===== src/rtl/power_sched_pkg.sv =====
// Shared types and sizing helpers for the power measurement scheduler.
package power_sched_pkg;

  typedef enum logic [2:0] {
    ST_IDLE,
    ST_SELECT,
    ST_FLUSH,
    ST_SETTLE,
    ST_FEED,
    ST_WAIT_RESULT,
    ST_STORE
  } state_t;

  // Samples per measurement window for a given log2 window size.
  function automatic int unsigned window_len(input int unsigned bits);
    return 32'd1 << bits;
  endfunction

  // Width of a counter that must be able to hold max_count.
  function automatic int unsigned cnt_width(input int unsigned max_count);
    return $clog2(max_count + 1);
  endfunction

endpackage


===== src/rtl/rr_next_channel.sv =====
// Round-robin helper: next enabled channel above the pointer, and the
// lowest enabled channel of the mask.
module rr_next_channel #(
  parameter int NUM_CH = 4
) (
  input  logic [NUM_CH-1:0]         i_mask,
  input  logic [$clog2(NUM_CH)-1:0] i_ptr,
  output logic [$clog2(NUM_CH)-1:0] o_next_ptr,
  output logic                      o_none,
  output logic [$clog2(NUM_CH)-1:0] o_lowest
);

  localparam int PW = $clog2(NUM_CH);

  // Scan from the top down so the last hit is the lowest qualifying bit.
  always_comb begin
    o_next_ptr = '0;
    o_none     = 1'b1;
    o_lowest   = '0;
    for (int unsigned i = 0; i < NUM_CH; i++) begin
      if (i_mask[NUM_CH-1-i]) begin
        o_lowest = PW'(NUM_CH-1-i);
        if (PW'(NUM_CH-1-i) > i_ptr) begin
          o_next_ptr = PW'(NUM_CH-1-i);
          o_none     = 1'b0;
        end
      end
    end
  end

endmodule


===== src/rtl/power_meas_scheduler.sv =====
// Time-multiplexes one average power detector across NUM_CH channels,
// sweeping enabled channels round-robin and storing one result per channel.
module power_meas_scheduler
  import power_sched_pkg::*;
#(
  parameter int NUM_CH          = 4,
  parameter int DATA_WIDTH      = 32,
  parameter int AVG_WINDOW_BITS = 10,
  parameter int SETTLE_CYCLES   = 8,
  parameter int TIMEOUT_CYCLES  = 4096
) (
  input  logic                         clk,
  input  logic                         rst,
  input  logic                         start,
  input  logic                         continuous,
  input  logic [NUM_CH-1:0]            ch_enable,
  input  logic [DATA_WIDTH-1:0]        threshold,
  input  logic [NUM_CH*DATA_WIDTH-1:0] ch_sample_in,
  input  logic [NUM_CH-1:0]            ch_valid_in,
  output logic                         det_flush,
  output logic [DATA_WIDTH-1:0]        det_sample,
  output logic                         det_valid,
  input  logic [DATA_WIDTH-1:0]        det_power_in,
  input  logic                         det_power_valid_in,
  output logic [$clog2(NUM_CH)-1:0]    result_ch,
  output logic [DATA_WIDTH-1:0]        result_power,
  output logic                         result_valid,
  output logic [NUM_CH-1:0]            over_thresh,
  output logic [NUM_CH-1:0]            timeout_err,
  output logic                         busy,
  output logic                         sweep_done
);

  localparam int          PW      = $clog2(NUM_CH);
  localparam int unsigned WIN_LEN = window_len(AVG_WINDOW_BITS);
  localparam int unsigned WW      = AVG_WINDOW_BITS + 1;
  localparam int unsigned TW      = cnt_width(TIMEOUT_CYCLES);
  localparam int unsigned SW      = cnt_width(SETTLE_CYCLES);

  state_t                  r_state, w_next_state;
  logic [PW-1:0]           r_ptr;
  logic [NUM_CH-1:0]       r_mask;
  logic                    r_rewind;
  logic [SW-1:0]           r_settle;
  logic [WW-1:0]           r_win;
  logic [TW-1:0]           r_to;
  logic [DATA_WIDTH-1:0]   r_det_sample;
  logic                    r_det_valid;
  logic [PW-1:0]           r_result_ch;
  logic [DATA_WIDTH-1:0]   r_result_power;
  logic [NUM_CH-1:0]       r_over;
  logic [NUM_CH-1:0]       r_timeout_err;
  logic                    r_sweep_done;

  logic [PW-1:0]           w_rr_next, w_rr_lowest;
  logic                    w_none;
  logic                    w_accept_start, w_feed_take, w_window_full, w_timing;
  logic                    w_capture, w_timeout, w_advance, w_sweep_end, w_relatch;
  logic [DATA_WIDTH-1:0]   w_sel_sample;
  state_t                  w_adv_state;

  rr_next_channel #(.NUM_CH(NUM_CH)) u_rr (
    .i_mask    (r_mask),
    .i_ptr     (r_ptr),
    .o_next_ptr(w_rr_next),
    .o_none    (w_none),
    .o_lowest  (w_rr_lowest)
  );

  assign w_sel_sample   = ch_sample_in[r_ptr*DATA_WIDTH +: DATA_WIDTH];
  assign w_accept_start = (r_state == ST_IDLE) && start && (|ch_enable);
  assign w_feed_take    = (r_state == ST_FEED) && ch_valid_in[r_ptr];
  assign w_window_full  = w_feed_take && (r_win == WW'(WIN_LEN - 1));
  assign w_timing       = (r_state == ST_FEED) || (r_state == ST_WAIT_RESULT);
  assign w_capture      = (r_state == ST_WAIT_RESULT) && det_power_valid_in;
  assign w_timeout      = w_timing && !w_capture && (r_to == TW'(TIMEOUT_CYCLES - 1));
  assign w_advance      = (r_state == ST_STORE) || w_timeout;
  assign w_sweep_end    = w_advance && w_none;
  assign w_relatch      = w_sweep_end && continuous && (|ch_enable);
  assign w_adv_state    = (!w_none || w_relatch) ? ST_SELECT : ST_IDLE;

  always_ff @(posedge clk) begin
    if (rst) r_state <= ST_IDLE;
    else     r_state <= w_next_state;
  end

  always_comb begin
    w_next_state = r_state;
    det_flush    = 1'b0;
    result_valid = 1'b0;
    unique case (r_state)
      ST_IDLE:        if (w_accept_start) w_next_state = ST_SELECT;
      ST_SELECT:      w_next_state = ST_FLUSH;
      ST_FLUSH: begin
        det_flush    = 1'b1;
        w_next_state = ST_SETTLE;
      end
      ST_SETTLE:      if (r_settle == SW'(SETTLE_CYCLES - 1)) w_next_state = ST_FEED;
      ST_FEED: begin
        if (w_timeout)          w_next_state = w_adv_state;
        else if (w_window_full) w_next_state = ST_WAIT_RESULT;
      end
      ST_WAIT_RESULT: begin
        if (w_capture)      w_next_state = ST_STORE;
        else if (w_timeout) w_next_state = w_adv_state;
      end
      ST_STORE: begin
        result_valid = 1'b1;
        w_next_state = w_adv_state;
      end
      default:        w_next_state = ST_IDLE;
    endcase
  end

  always_ff @(posedge clk) begin
    if (rst) begin
      r_ptr          <= '0;
      r_mask         <= '0;
      r_rewind       <= 1'b0;
      r_settle       <= '0;
      r_win          <= '0;
      r_to           <= '0;
      r_det_sample   <= '0;
      r_det_valid    <= 1'b0;
      r_result_ch    <= '0;
      r_result_power <= '0;
      r_over         <= '0;
      r_timeout_err  <= '0;
      r_sweep_done   <= 1'b0;
    end else begin
      r_sweep_done <= w_sweep_end;
      r_det_valid  <= w_feed_take;
      if (w_feed_take) r_det_sample <= w_sel_sample;

      if (w_accept_start) begin
        r_mask        <= ch_enable;
        r_rewind      <= 1'b1;
        r_timeout_err <= '0;
      end

      // A freshly latched mask is resolved to its lowest channel in SELECT,
      // once r_mask already holds the new value.
      if (r_state == ST_SELECT && r_rewind) begin
        r_ptr    <= w_rr_lowest;
        r_rewind <= 1'b0;
      end

      if (r_state == ST_FLUSH)       r_settle <= '0;
      else if (r_state == ST_SETTLE) r_settle <= r_settle + 1'b1;

      if (r_state == ST_SETTLE) begin
        r_win <= '0;
        r_to  <= '0;
      end else begin
        if (w_feed_take) r_win <= r_win + 1'b1;
        if (w_timing)    r_to  <= r_to + 1'b1;
      end

      if (w_capture) begin
        r_result_power <= det_power_in;
        r_result_ch    <= r_ptr;
      end
      if (r_state == ST_STORE) r_over[r_ptr] <= (r_result_power > threshold);
      if (w_timeout)           r_timeout_err[r_ptr] <= 1'b1;

      if (w_advance) begin
        if (!w_none) begin
          r_ptr <= w_rr_next;
        end else if (w_relatch) begin
          r_mask   <= ch_enable;
          r_rewind <= 1'b1;
        end
      end
    end
  end

  assign det_sample   = r_det_sample;
  assign det_valid    = r_det_valid;
  assign result_ch    = r_result_ch;
  assign result_power = r_result_power;
  assign over_thresh  = r_over;
  assign timeout_err  = r_timeout_err;
  assign busy         = (r_state != ST_IDLE);
  assign sweep_done   = r_sweep_done;

endmodule


===== config.mk =====
export PLATFORM = sky130hd
export DESIGN_NAME = power_meas_scheduler
export DESIGN_NICKNAME = d
export VERILOG_FILES = /design/src/rtl/power_sched_pkg.sv /design/src/rtl/rr_next_channel.sv /design/src/rtl/power_meas_scheduler.sv
export SDC_FILE = /design/constraint.sdc
export NUM_CORES = 1
export LEC_CHECK = 0
export BUFFER_PORTS_ARGS = -buffer_cell sky130_fd_sc_hd__buf_2
export CORE_ASPECT_RATIO = 0.75
export CORE_MARGIN = 2
export CORE_UTILIZATION = 42
export CTS_CLUSTER_DIAMETER = 60
export DETAILED_ROUTE_END_ITERATION = 12
export PLACE_DENSITY = 0.76
export SLEW_MARGIN = 25
export SYNTH_ARGS = -nofsm -noshare
export SYNTH_HDL_FRONTEND = slang
export SYNTH_HIERARCHICAL = 1
export SYNTH_SLANG_ARGS = --single-unit

===== constraint.sdc =====
create_clock -name clk -period 1.78 [get_ports clk]
set_input_delay 0.178 -clock clk [delete_from_list [all_inputs] [get_ports clk]]
set_output_delay 0.178 -clock clk [all_outputs]
set_load 0.02 [all_outputs]

# [Yosys cells after proc, flatten, opt, wreduce, memory -nomap -nowiden]
# Index checks and enable logic that the tools add are counted.
[word_totals] out_inout_bits=79 reg_bits=114 in_bits=205 wordCells=112
[op_classes] shift=1 bitwise=1 n_addsub=3 reduce_logical=23 n_mux=50 magnitude_cmp=7 n_eq_ne=13
[op_table] operator="variable part select 128 x 8 -> 32 bit" n=1
[op_table] operator="> comparator 32 bit" n=1
[op_table] operator="two-way mux 2 bit" n=15
[op_table] operator="two-way mux 4 bit" n=7
[op_table] operator="case mux 3 bit (7 select lines)" n=1
[op_table] operator="two-way mux 1 bit" n=18
[op_table] operator="two-way mux 3 bit" n=6
[op_table] operator="adder 13 x 1 -> 13 bit (second input constant)" n=1
[op_table] operator="== test 13 x 12 -> 1 bit (second input constant)" n=1
[op_table] operator="logical AND 1 bit" n=12
[op_table] operator="adder 11 x 1 -> 11 bit (second input constant)" n=1
[op_table] operator="== test 11 x 10 -> 1 bit (second input constant)" n=1
[op_table] operator="== test 3 bit (second input constant)" n=3
[op_table] operator="== test 3 x 2 -> 1 bit (second input constant)" n=2
[op_table] operator="inequality test 3 bit (second input constant)" n=2
[op_table] operator="adder 4 x 1 -> 4 bit (second input constant)" n=1
[op_table] operator="bitwise mux 4 bit" n=1
[op_table] operator="== test 4 x 3 -> 1 bit (second input constant)" n=1
[op_table] operator="> comparator 1 x 2 -> 1 bit (first input constant)" n=2
[op_table] operator="> comparator 2 bit (first input constant)" n=2
[op_table] operator="inequality test 2 bit (second input constant)" n=2
[op_table] operator="OR 4 bit" n=1
[op_table] operator="AND reduction 4 bit" n=1
[op_table] operator="OR reduction 2 bit" n=2
[op_table] operator="other kinds (10)" n=13

# [Longest topological paths before layout]
# Gate-level depths: netlist (run 1).
[logic_depth] ltp_word=17 mapped_depth=8 mapped_depth_nobuf=8

# [By module]
# The synthesis (run 1) kept the hierarchy.
[by_module_without_submodules] module="power_meas_scheduler" area_each_um2=6094.6 cells_each=700 seq_area_each_um2=2282.2 n_inst=1
[by_module_without_submodules] module="rr_next_channel" area_each_um2=78.8 cells_each=13 seq_area_each_um2=0.0 n_inst=1

# [Worst setup path before layout (run 1)]
# Ideal clock, no wire load.
[synth_timing] path_kind="reg-to-reg" from="register r_result_power[18] (netlist: result_power[18])" to="register r_over[0] (netlist: over_thresh[0])" setup_slack_ns=-0.265 setup_ns=0.132 t_arrival_ns=1.913 path_stages_with_launch=8 required_ns=1.648 n_path_buf=0 synth_period_minus_slack_ns=2.045 path_cell_list="dfxtp_1 -> ha_1 -> and3_1 -> a221o_1 -> a21oi_1 -> o21ai_0 -> nor3_1 -> o31ai_1"
[synth_via] elab_chain_cells=2
[synth_lines] element="start, declared" line_no="power_meas_scheduler.sv:50" text="logic [DATA_WIDTH-1:0] r_result_power;"
[synth_lines] element="start signal, assigned" line_no="power_meas_scheduler.sv:160" text="r_result_power <= det_power_in;"
[synth_lines] element="> comparator 32 bit" line_no="power_meas_scheduler.sv:163" text="if (r_state == ST_STORE) r_over[r_ptr] <= (r_result_power > threshold);"
[synth_lines] element="bitwise mux 4 bit" line_no="power_meas_scheduler.sv:163"
[synth_lines] element="end signal, assigned by index" line_no="power_meas_scheduler.sv:163"
[synth_lines] element="end, declared" line_no="power_meas_scheduler.sv:51" text="logic [NUM_CH-1:0] r_over;"
# No other way between the ends.
# A chain may end at the register's enable or synchronous reset.

# [Worst setup path after layout (run 1)]
[layout_timing] from="register r_result_power[31] (netlist: result_power[31])" to="register r_over[1] (netlist: over_thresh[1])"
# The elaborated chain is that of the path after synthesis.

==> impl_metrics.env, run 1 <==
export IMPL_outcome="finished with violations"
export IMPL_violations="setup timing"
export IMPL_max_slew_margin_pct=63.59
export IMPL_setup_worst_path_start_class="flop"
export IMPL_routed_wl_um=20020
export IMPL_seq_area_um2=2302
export IMPL_cp_slowest_cell="or4_4"
export IMPL_finClkSkew_ns=0.01106
export IMPL_cts_sinks=114
export IMPL_overflow=0
export IMPL_clock_latency_ns=0.41
export IMPL_die_y_um=109.0
export IMPL_synth_flop_cell="dfxtp_1"
export IMPL_critPathRequiredTime_ns=2.06
export IMPL_fillers=1221
export IMPL_layout_min_cycle_time_ns=1.848
export IMPL_grt_pass1_wl_um=30170
export IMPL_power_density_nw_per_um2=818.2
export IMPL_worstHoldPathType="input pin to flop"
export IMPL_avgSynthCellArea_um2=8.658
export IMPL_vias=6523
export IMPL_area_growth_pct=47.53
export IMPL_min_to="result_power[25]"
export IMPL_fin_ws_ns=-0.06799
export IMPL_route_detailed_wl_per_inst_um=15.82
export IMPL_multi_input_area_um2=3757
export IMPL_drv_cap=0
export IMPL_tritoncts="yes"
export IMPL_syn_area_um2=6173
export IMPL_gp_congestion=0.8747
export IMPL_clk_pin_slew_worst_paths_ns=0.06
export IMPL_yosys_top_cells_count="163 x nand2_1, 114 x dfxtp_1, 95 x a21oi_1"
export IMPL_nNetsFinal=1292
export IMPL_core_um2=14410
export IMPL_cts_buffer_depth=2
export IMPL_post_route_period_util_pct=103.8
export IMPL_grt_max_degree=35
export IMPL_post_place_ws_ns=-0.1113
export IMPL_antenna_found_initial=4
export IMPL_rsz0062_at_grt="yes"
export IMPL_grt_pass1_vias=6224
export IMPL_yosysTopAreaCell="dfxtp_1"
export IMPL_setup_tns_ns=-0.2204
export IMPL_dpl_cell_count=1216
export IMPL_dr_pass1_iters=5
export IMPL_hold_path_cell_count=3
export IMPL_timing_fmax_mhz=541.1
export IMPL_synth_cell_type_count=54
export IMPL_crit_start="result_power[31]"
export IMPL_worst_pin_slew_ns=0.5419
export IMPL_layout_drive_gt1_share_pct=43.46
export IMPL_r2r_cells=6
export IMPL_drtIter0Drc=418
export IMPL_yosysWarnings=6
export IMPL_ir_worst_vdd_mv=0.6505
export IMPL_die_width_um=144.0
export IMPL_ys_ff_latch=114
export IMPL_drc=0
export IMPL_worst_r2r_setup_slack_ns=-0.07
export IMPL_rr_startpoint="result_power[31]"
export IMPL_start_util_pct=42.85
export IMPL_final_cells=1265
export IMPL_setup_viol=5
export IMPL_dp_final_hpwl_um=14850
export IMPL_path_class="flop to flop"
export IMPL_path_cells="ha_1 > nand4_1 > or4_4 > nor2_4 > or3_1 > o31ai_1"
export IMPL_ios=284
export IMPL_vias_per_cell=5.157
export IMPL_synthCells=713
export IMPL_crit_path_end_kind="flop"
export IMPL_rows=38
export IMPL_synth_top_cell_area_share_pct=36.97
export IMPL_cp_max_fo=4
export IMPL_cts_buffers=17
export IMPL_synth_seq_area_share_pct=36.97
export IMPL_portBuffers=283
export IMPL_post_synth_top_count_cell="nand2_1"
export IMPL_cts_root_buf="clkbuf_16"
export IMPL_crit_arrival_ns=2.13
export IMPL_ant_nets=0
export IMPL_grt_use_total_pct=24.73
export IMPL_leakagePower_nw=4.111
export IMPL_final_hold_violation_count=0
export IMPL_cpPeakStageDelay_ns=0.60
export IMPL_async_flop_share_pct=0
export IMPL_r2r_end="over_thresh[1]"
export IMPL_cts_htree_levels=4
export IMPL_syn_nets=953
export IMPL_synth_enable_flop_cells=0
export IMPL_hold_path_startpoint="det_power_in[25]"
export IMPL_dieArea_um2=15690
export IMPL_drv_slew=0
export IMPL_synth_area_leaders="dfxtp_1 37%, mux4_2 12%, nand2_1 9.9%"
how the worst max path moves through the flow:
stage / endpoint / slack [ns] / cells past startpoint
5_1_grt: over_thresh[1] / -0.16 / 6
2_1_floorplan: over_thresh[2] / 0.01 / 6
6_report: over_thresh[1] / -0.07 / 6
3_3_place_gp: over_thresh[2] / -0.03 / 7
4_1_cts: r_mask[0] / -0.05 / 8
3_5_place_dp: over_thresh[2] / -0.11 / 9
power by group:
part,internal (W),switching [W]
registers,0.00264,0.0000674
logic,0.000691,0.000748
clock network,0.00211,0.00120
cells in the final DEF, fill, tap and decap left out, types with 6 or more instances in the layout:
| master | instances |
|---|---|
| a21oi_1 | 93 |
| buf_2 | 282 |
| buf_4 | 63 |
| clkbuf_16 | 17 |
| dfxtp_1 | 102 |
| dfxtp_2 | 10 |
| dlygate4sd3_1 | 8 |
| ha_1 | 30 |
| inv_1 | 42 |
| mux2i_1 | 8 |
| mux4_2 | 33 |
| nand2_1 | 162 |
| nand3_1 | 13 |
| nand4_1 | 11 |
| nor2_1 | 39 |
| nor3_1 | 6 |
| o21ai_0 | 11 |
| or3_1 | 9 |
| xnor2_1 | 8 |
| xor2_1 | 8 |
timing repair:
action                                  in CTS  in global routing
pin swaps                                   15                 15
endpoints found under the hold margin        6                  2
hold buffers                                 6                  2
setup buffers                                7                  2
cloned                                       0                  0
endpoints found under the setup margin      15                 42
gates resized for setup                     17                 21
layer usage:
metal | global-route usage (%) | vias up | share of wire, %
met1 | 28.89 | 3046 | 39
met4 | 9.314 | 2 | 2.2
met3 | 6.412 | 34 | 6.8
met2 | 43.88 | 258 | 52
li1 | - | 3183 | -
met5 | 0 | - | 0.065
sequential cells by signal (all words and copies together) (netlist names):
| name | flops |
|---|---|
| timeout_err | 4 |
| r_settle | 4 |
| r_to | 13 |
| r_rewind | 1 |
| r_state | 3 |
| result_power | 32 |
| r_ptr | 2 |
| det_valid | 1 |
| det_sample | 32 |
| sweep_done | 1 |
| r_win | 11 |
| result_ch | 2 |
| r_mask | 4 |
| over_thresh | 4 |
worst max-delay path: cells and delay by family (launching register included):
family,cells,cell delay [ns]
adders and majority gates,1,0.31
AOI/OAI and AO/OA,1,0.08
and+or+nand+nor,4,1.01
DFF,1,0.33
metrics by stage:
step / util [%] / total power, W / hold WS (ns) / area (um^2)
CTS: 62.30 / 0.007456 / 0.001465 / 8975
global route: 63.20 / 0.007788 / 0.002995 / 9105
global placement: 56.98 / 0.004090 / 0.4161 / 8209
detailed placement: 56.98 / 0.004114 / 0.4172 / 8209
floorplan: - / 0.003535 / 0.3036 / 6218
finish: 63.22 / 0.007452 / 0.009136 / 9107
kinds of logic after synthesis:
family / synth area share [%]
AO/OA/AOI/OAI: 13.74
XOR/XNOR: 2.270
adder cells (fa/ha/maj): 7.094
buffers and inverters: 5.330
flip-flops: 36.97
multiplexers: 13.34
AND/OR/NAND/NOR: 21.26
layout make-up:
type	count	area share (%)
Inverter	42	1.731
Clock buffer	20	5.014
Clock inverter	10	1.223
Tap cell	200	2.748
Timing Repair Buffer	359	22.70
Multi-Input combinational cell	518	41.26
Sequential cell	114	25.28
Antenna cell	2	0.05495
Power figures use the tool's default switching activity.
==> run 2: changes to the inputs <==
--- a/config.mk
+++ b/config.mk
@@ -11,7 +11,7 @@
 export CORE_UTILIZATION = 42
 export CTS_CLUSTER_DIAMETER = 60
 export DETAILED_ROUTE_END_ITERATION = 12
-export PLACE_DENSITY = 0.76
+export PLACE_DENSITY = 0.73
 export SLEW_MARGIN = 25
 export SYNTH_ARGS = -nofsm -noshare
 export SYNTH_HDL_FRONTEND = slang
==> constraint.sdc (replaced) <==
create_clock -name clk -period 2 [get_ports clk]
set_input_delay 0.2 -clock clk [delete_from_list [all_inputs] [get_ports clk]]
set_output_delay 0.2 -clock clk [all_outputs]
set_load 0.02 [all_outputs]
==> run 2 against run 1 <==
Net effect: the flow now finishes without violations; first-iteration DRC count shrank 20%; utilization shrank 4.0 points; cell count shrank 4.3%; setup slack gained 0.11 ns; die area is the same; clock power shrank 2%; final area shrank 6.3%; combinational power shrank 22%; clock skew grew 0.00088 ns; clock-buffer cell count grew 1; critical endpoint is now over_thresh[3].
==> impl_metrics.env, run 2 (synthesis gave the netlist of run 1 again) <==
export IMPL_fin_ws_ns=0.03750
export IMPL_mostFrequentLayoutCells="282 x buf_2, 163 x nand2_1, 112 x dfxtp_1"
export IMPL_diodes=0
export IMPL_ant_nets=0
export IMPL_drc=0
export IMPL_portBuffers=283
export IMPL_p_int_w=0.005054
export IMPL_route_detailed_wl_per_inst_um=14.80
export IMPL_fillers=1348
export IMPL_core_um2=14410
export IMPL_multi_input_area_um2=3625
export IMPL_vias=6119
export IMPL_critPathRequiredTime_ns=2.28
export IMPL_power_density_nw_per_um2=795.5
export IMPL_rows=38
export IMPL_outcome="finished clean"
export IMPL_ios=284
export IMPL_seq_area_um2=2285
export IMPL_leakagePower_nw=3.858
export IMPL_drv_cap=0
export IMPL_pwr_share_comb_pct=16.7
export IMPL_final_cells=1210
export IMPL_max_slew_margin_pct=65.74
export IMPL_start_util_pct=42.85
export IMPL_ir_worst_vdd_mv=0.5641
export IMPL_final_hold_violation_count=0
export IMPL_post_route_period_util_pct=98.12
export IMPL_die_y_um=109.0
export IMPL_finClkSkew_ns=0.01193
export IMPL_postCtsHoldBufs=0
export IMPL_clk_pin_slew_worst_paths_ns=0.05
export IMPL_dieArea_um2=15690
export IMPL_grt_pass1_wl_um=27440
export IMPL_die_width_um=144.0
export IMPL_post_place_ws_ns=-0.001487
export IMPL_grt_pass1_vias=5667
export IMPL_gp_congestion=0.8460
export IMPL_cts_buffers=17
export IMPL_cp_max_fo=4
export IMPL_worstHoldPathType="input pin to flop"
export IMPL_antenna_found_initial=2
export IMPL_setup_viol=0
export IMPL_vias_per_cell=5.057
export IMPL_crit_arrival_ns=2.24
export IMPL_path_class="flop to flop"
export IMPL_seqPwrFrac_pct=35.6
export IMPL_dr_pass1_iters=4
export IMPL_clock_latency_ns=0.41
export IMPL_routed_wl_um=17900
export IMPL_drtIter0Drc=334
export IMPL_drv_slew=0
export IMPL_setup_worst_path_start_class="flop"
export IMPL_worst_pin_slew_ns=0.5139
export IMPL_dpl_cell_count=1178
export IMPL_timing_fmax_mhz=509.6
export IMPL_utilization_pct=59.24
export IMPL_layout_min_cycle_time_ns=1.962
export IMPL_layout_drive_gt1_share_pct=38.71
export IMPL_nNetsFinal=1237
export IMPL_grt_max_degree=43
export IMPL_crit_path_end_kind="flop"
export IMPL_cts_htree_levels=4
export IMPL_switching_share_pct=25.56
export IMPL_area_growth_pct=38.24
export IMPL_dp_final_hpwl_um=13460
export IMPL_grt_use_total_pct=22.13
export IMPL_clock_power_share_pct=47.6
export IMPL_cts_buffer_depth=2
export IMPL_mostFrequentLayoutCell="buf_2"
export IMPL_p_switching_w=0.001736
export IMPL_cts_sinks=114
export IMPL_overflow=0
export IMPL_cts_root_buf="clkbuf_16"
export IMPL_tritoncts="yes"
[run 2: changes by cell type in the layout (fill, tap and decap cells not counted), sizes merged]
cell,change
buf,-47
clkinv,+1
dlygate4sd3,-8
clkbuf,+1
bufinv,+2
clkinvlp,-2
diode,-2
[run 2: path summary, 6_finish.rpt]
kind	start	endpoint	slack [ns]	cells after the start
min	det_power_in[25]	result_power[25]	0.03	3
max reg2reg	result_power[1]	over_thresh[3]	0.04	7
min reg2reg	det_sample[1]	det_sample[1]	0.45	2
max	result_power[1]	over_thresh[3]	0.04	7
[run 2: worst max-delay path, stage by stage (launching register included)]
cell and delay [ns]:
dfxtp_1 0.37, ha_1 0.26, nor2b_1 0.13, o211ai_1 0.24
a2111oi_2 0.12, a211o_1 0.34, nor3_4 0.25, o31ai_1 0.12
[run 2: per-layer routing]
layer / vias up / GRT usage [%] / routed length (um)
met5: - / 0 / 12
met4: 2 / 6.232 / 168
met3: 15 / 5.621 / 1198
met2: 202 / 39.35 / 9041
met1: 2831 / 26.65 / 7482
li1: 3069 / - / -
[run 2: power by group through the flow]
stage          Sequential, W  Clock [W]  Combinational, W
2_1_floorplan        0.00249          0          0.000657
3_3_place_gp         0.00246          0           0.00111
3_5_place_dp         0.00247          0           0.00112
4_1_cts              0.00242    0.00329           0.00113
5_1_grt              0.00243    0.00341           0.00125
6_report             0.00242    0.00323           0.00113
[run 2: what timing repair did]
| action | in CTS | in global routing |
|---|---|---|
| gates resized for setup | 0 | 12 |
| setup endpoints to repair | 0 | 8 |
| buffers inserted | 0 | 0 |
[run 2: cell type report]
| type | count | share of cell area (%) |
|---|---|---|
| Multi-Input combinational cell | 518 | 42.47 |
| Sequential cell | 114 | 26.77 |
| Timing Repair Buffer | 304 | 18.62 |
| Clock buffer | 21 | 5.512 |
| Tap cell | 200 | 2.932 |
| Clock inverter | 11 | 1.847 |
| Inverter | 42 | 1.847 |
[run 2: per-stage QoR]
stage	setup TNS [ns]	area, um^2	hold slack (ns)	power (W)
5_1_grt	-0.08887	8534	0.02414	0.007090
3_3_place_gp	0	7851	0.4391	0.003575
6_report	0	8534	0.03144	0.006789
4_1_cts	0	8479	0.01540	0.006832
3_5_place_dp	-0.001487	7851	0.4434	0.003589
2_1_floorplan	0	6178	0.3360	0.003143
==> run 3: changes to the inputs <==
--- a/config.mk
+++ b/config.mk
@@ -6,12 +6,14 @@
 export NUM_CORES = 1
 export LEC_CHECK = 0
 export BUFFER_PORTS_ARGS = -buffer_cell sky130_fd_sc_hd__buf_2
+export CELL_PAD_IN_SITES_DETAIL_PLACEMENT = 0
+export CELL_PAD_IN_SITES_GLOBAL_PLACEMENT = 1
 export CORE_ASPECT_RATIO = 0.75
 export CORE_MARGIN = 2
-export CORE_UTILIZATION = 42
+export CORE_UTILIZATION = 34
 export CTS_CLUSTER_DIAMETER = 60
 export DETAILED_ROUTE_END_ITERATION = 12
-export PLACE_DENSITY = 0.73
+export PLACE_DENSITY_LB_ADDON = 0.1
 export SLEW_MARGIN = 25
 export SYNTH_ARGS = -nofsm -noshare
 export SYNTH_HDL_FRONTEND = slang
==> run 3 against run 2 <==
Net effect: via count down 2.2%; clock-buffer cell count is the same; final area grew 0.98%; die area increased by 23%; global-route usage shrank 3.1 points; highest routed layer is now met4.
==> impl_metrics.env, run 3 (synthesis gave the netlist of run 1 again) <==
export IMPL_outcome="finished clean"
export IMPL_drv_cap=0
export IMPL_antenna_found_initial=0
export IMPL_drv_slew=0
export IMPL_mostFrequentLayoutCell="buf_2"
export IMPL_fillers=1779
export IMPL_cts_root_buf="clkbuf_16"
export IMPL_gp_congestion=0.7620
export IMPL_clock_latency_ns=0.41
export IMPL_clk_pin_slew_worst_paths_ns=0.06
export IMPL_die_width_um=159.6
export IMPL_grt_pass1_vias=5785
export IMPL_cp_max_fo=4
export IMPL_leakagePower_nw=3.875
export IMPL_ios=284
export IMPL_path_class="flop to flop"
export IMPL_crit_path_end_kind="flop"
export IMPL_ant_nets=0
export IMPL_power_density_nw_per_um2=745.6
export IMPL_worst_pin_slew_ns=0.4621
export IMPL_max_slew_margin_pct=68.96
export IMPL_portBuffers=283
export IMPL_ir_worst_vdd_mv=0.4575
export IMPL_core_um2=17710
export IMPL_dp_final_hpwl_um=13940
export IMPL_cts_buffer_depth=2
export IMPL_overflow=0
export IMPL_fin_ws_ns=0.08879
export IMPL_diodes=0
export IMPL_finClkSkew_ns=0.008411
export IMPL_mostFrequentLayoutCells="282 x buf_2, 163 x nand2_1, 112 x dfxtp_1"
export IMPL_setup_worst_path_start_class="flop"
export IMPL_crit_arrival_ns=2.20
export IMPL_critPathRequiredTime_ns=2.29
export IMPL_postCtsHoldBufs=0
export IMPL_postCtsSetupRepairBufs=0
export IMPL_timing_fmax_mhz=523.2
export IMPL_cp_slowest_cell="a221o_1"
export IMPL_drtIter0Drc=250
export IMPL_cts_buffers=17
export IMPL_area_growth_pct=39.60
export IMPL_grt_pass1_wl_um=29220
export IMPL_final_hold_violation_count=0
export IMPL_dieArea_um2=19260
export IMPL_layout_drive_gt1_share_pct=39.19
export IMPL_setup_tns_ns=0
export IMPL_dr_pass1_iters=4
export IMPL_cp_buffers_inverters=0
export IMPL_cpPeakStageDelay_ns=0.36
export IMPL_tritoncts="yes"
export IMPL_nNetsFinal=1245
export IMPL_start_util_pct=34.86
export IMPL_cts_sinks=114
export IMPL_grt_use_total_pct=19.01
export IMPL_layout_min_cycle_time_ns=1.911
export IMPL_route_detailed_wl_per_inst_um=14.61
export IMPL_vias_per_cell=4.748
export IMPL_drc=0
export IMPL_post_route_period_util_pct=95.56
export IMPL_rows=42
export IMPL_setup_viol=0
export IMPL_vias=5983
export IMPL_worst_path_dominant_cell_family="compound AO/OA/AOI/OAI gates"
export IMPL_grt_max_degree=57
export IMPL_post_place_ws_ns=-0.01595
export IMPL_worstHoldPathType="input pin to flop"
export IMPL_cts_htree_levels=4
export IMPL_die_y_um=120.7
export IMPL_path_cells="ha_1 > and3_1 > a221o_1 > a21oi_2 > o21ai_2 > nor3_4 > o31ai_1"
export IMPL_routed_wl_um=18410
==> run 3: cell count changes in the layout (fill, tap and decap cells not counted), moves of 2 or more <==
cell,change
buf_12,+5
buf_4,+3
bufinv_16,-3
clkinvlp_4,+2
==> run 3: final cells by class <==
type	count	area [um^2]	area share, %
clock buffers	21	460.4	5.343
clock inverters	11	87.58	1.016
multi-input cells	518	3613	41.93
well taps	242	302.8	3.513
repair buffers	312	1712	19.86
flip-flops and latches	114	2285	26.51
inverters	42	157.7	1.829
==> run 3: final timing paths <==
path | start | end | slack, ns | cells after the start
min | det_power_in[8] | result_power[8] | 0.02 | 3
min reg2reg | det_sample[27] | det_sample[27] | 0.45 | 2
max reg2reg | result_power[18] | over_thresh[3] | 0.09 | 7
max | result_power[18] | over_thresh[3] | 0.09 | 7
==> run 3: metal layers <==
| metal | share of wire, % | global-route usage [%] | wire length [um] |
|---|---|---|---|
| met1 | 47 | 25.21 | 8593 |
| met2 | 44 | 28.57 | 8041 |
| met3 | 8.1 | 7.170 | 1491 |
| met4 | 1.5 | 6.136 | 283 |
| met5 | 0 | 0 | 0 |
==> run 3: repair_timing <==
| item | in CTS | in global routing |
|---|---|---|
| endpoints found under the setup margin | 4 | 5 |
| pin swaps | 1 | 2 |
| gates resized for setup | 0 | 12 |
==> run 3: worst min-delay path, cell delays in order <==
cell and delay (ns):
buf_2 0.09, nand2_1 0.05, a21oi_1 0.05
==> run 3: through the flow <==
step                instances  hold WS, ns  cell area [um^2]  power (W)  utilization, %
floorplan                 713       0.3360              6178   0.003143               -
global placement         1228       0.4395              8026   0.003660           45.32
detailed placement       1228       0.4435              8026   0.003657           45.32
CTS                      1260     0.003246              8574   0.006518           48.42
global route             1260      0.01321              8618   0.006767           48.66
finish                   1260      0.02176              8618   0.006426           48.66
==> run 3: report_power, final <==
part | leakage, nW | switching [W] | internal (W) | total [W]
Sequential | 0.920 | 0.0000626 | 0.00235 | 0.00241
Combinational | 2.69 | 0.000629 | 0.000567 | 0.00120
Clock | 0.268 | 0.00107 | 0.00175 | 0.00282
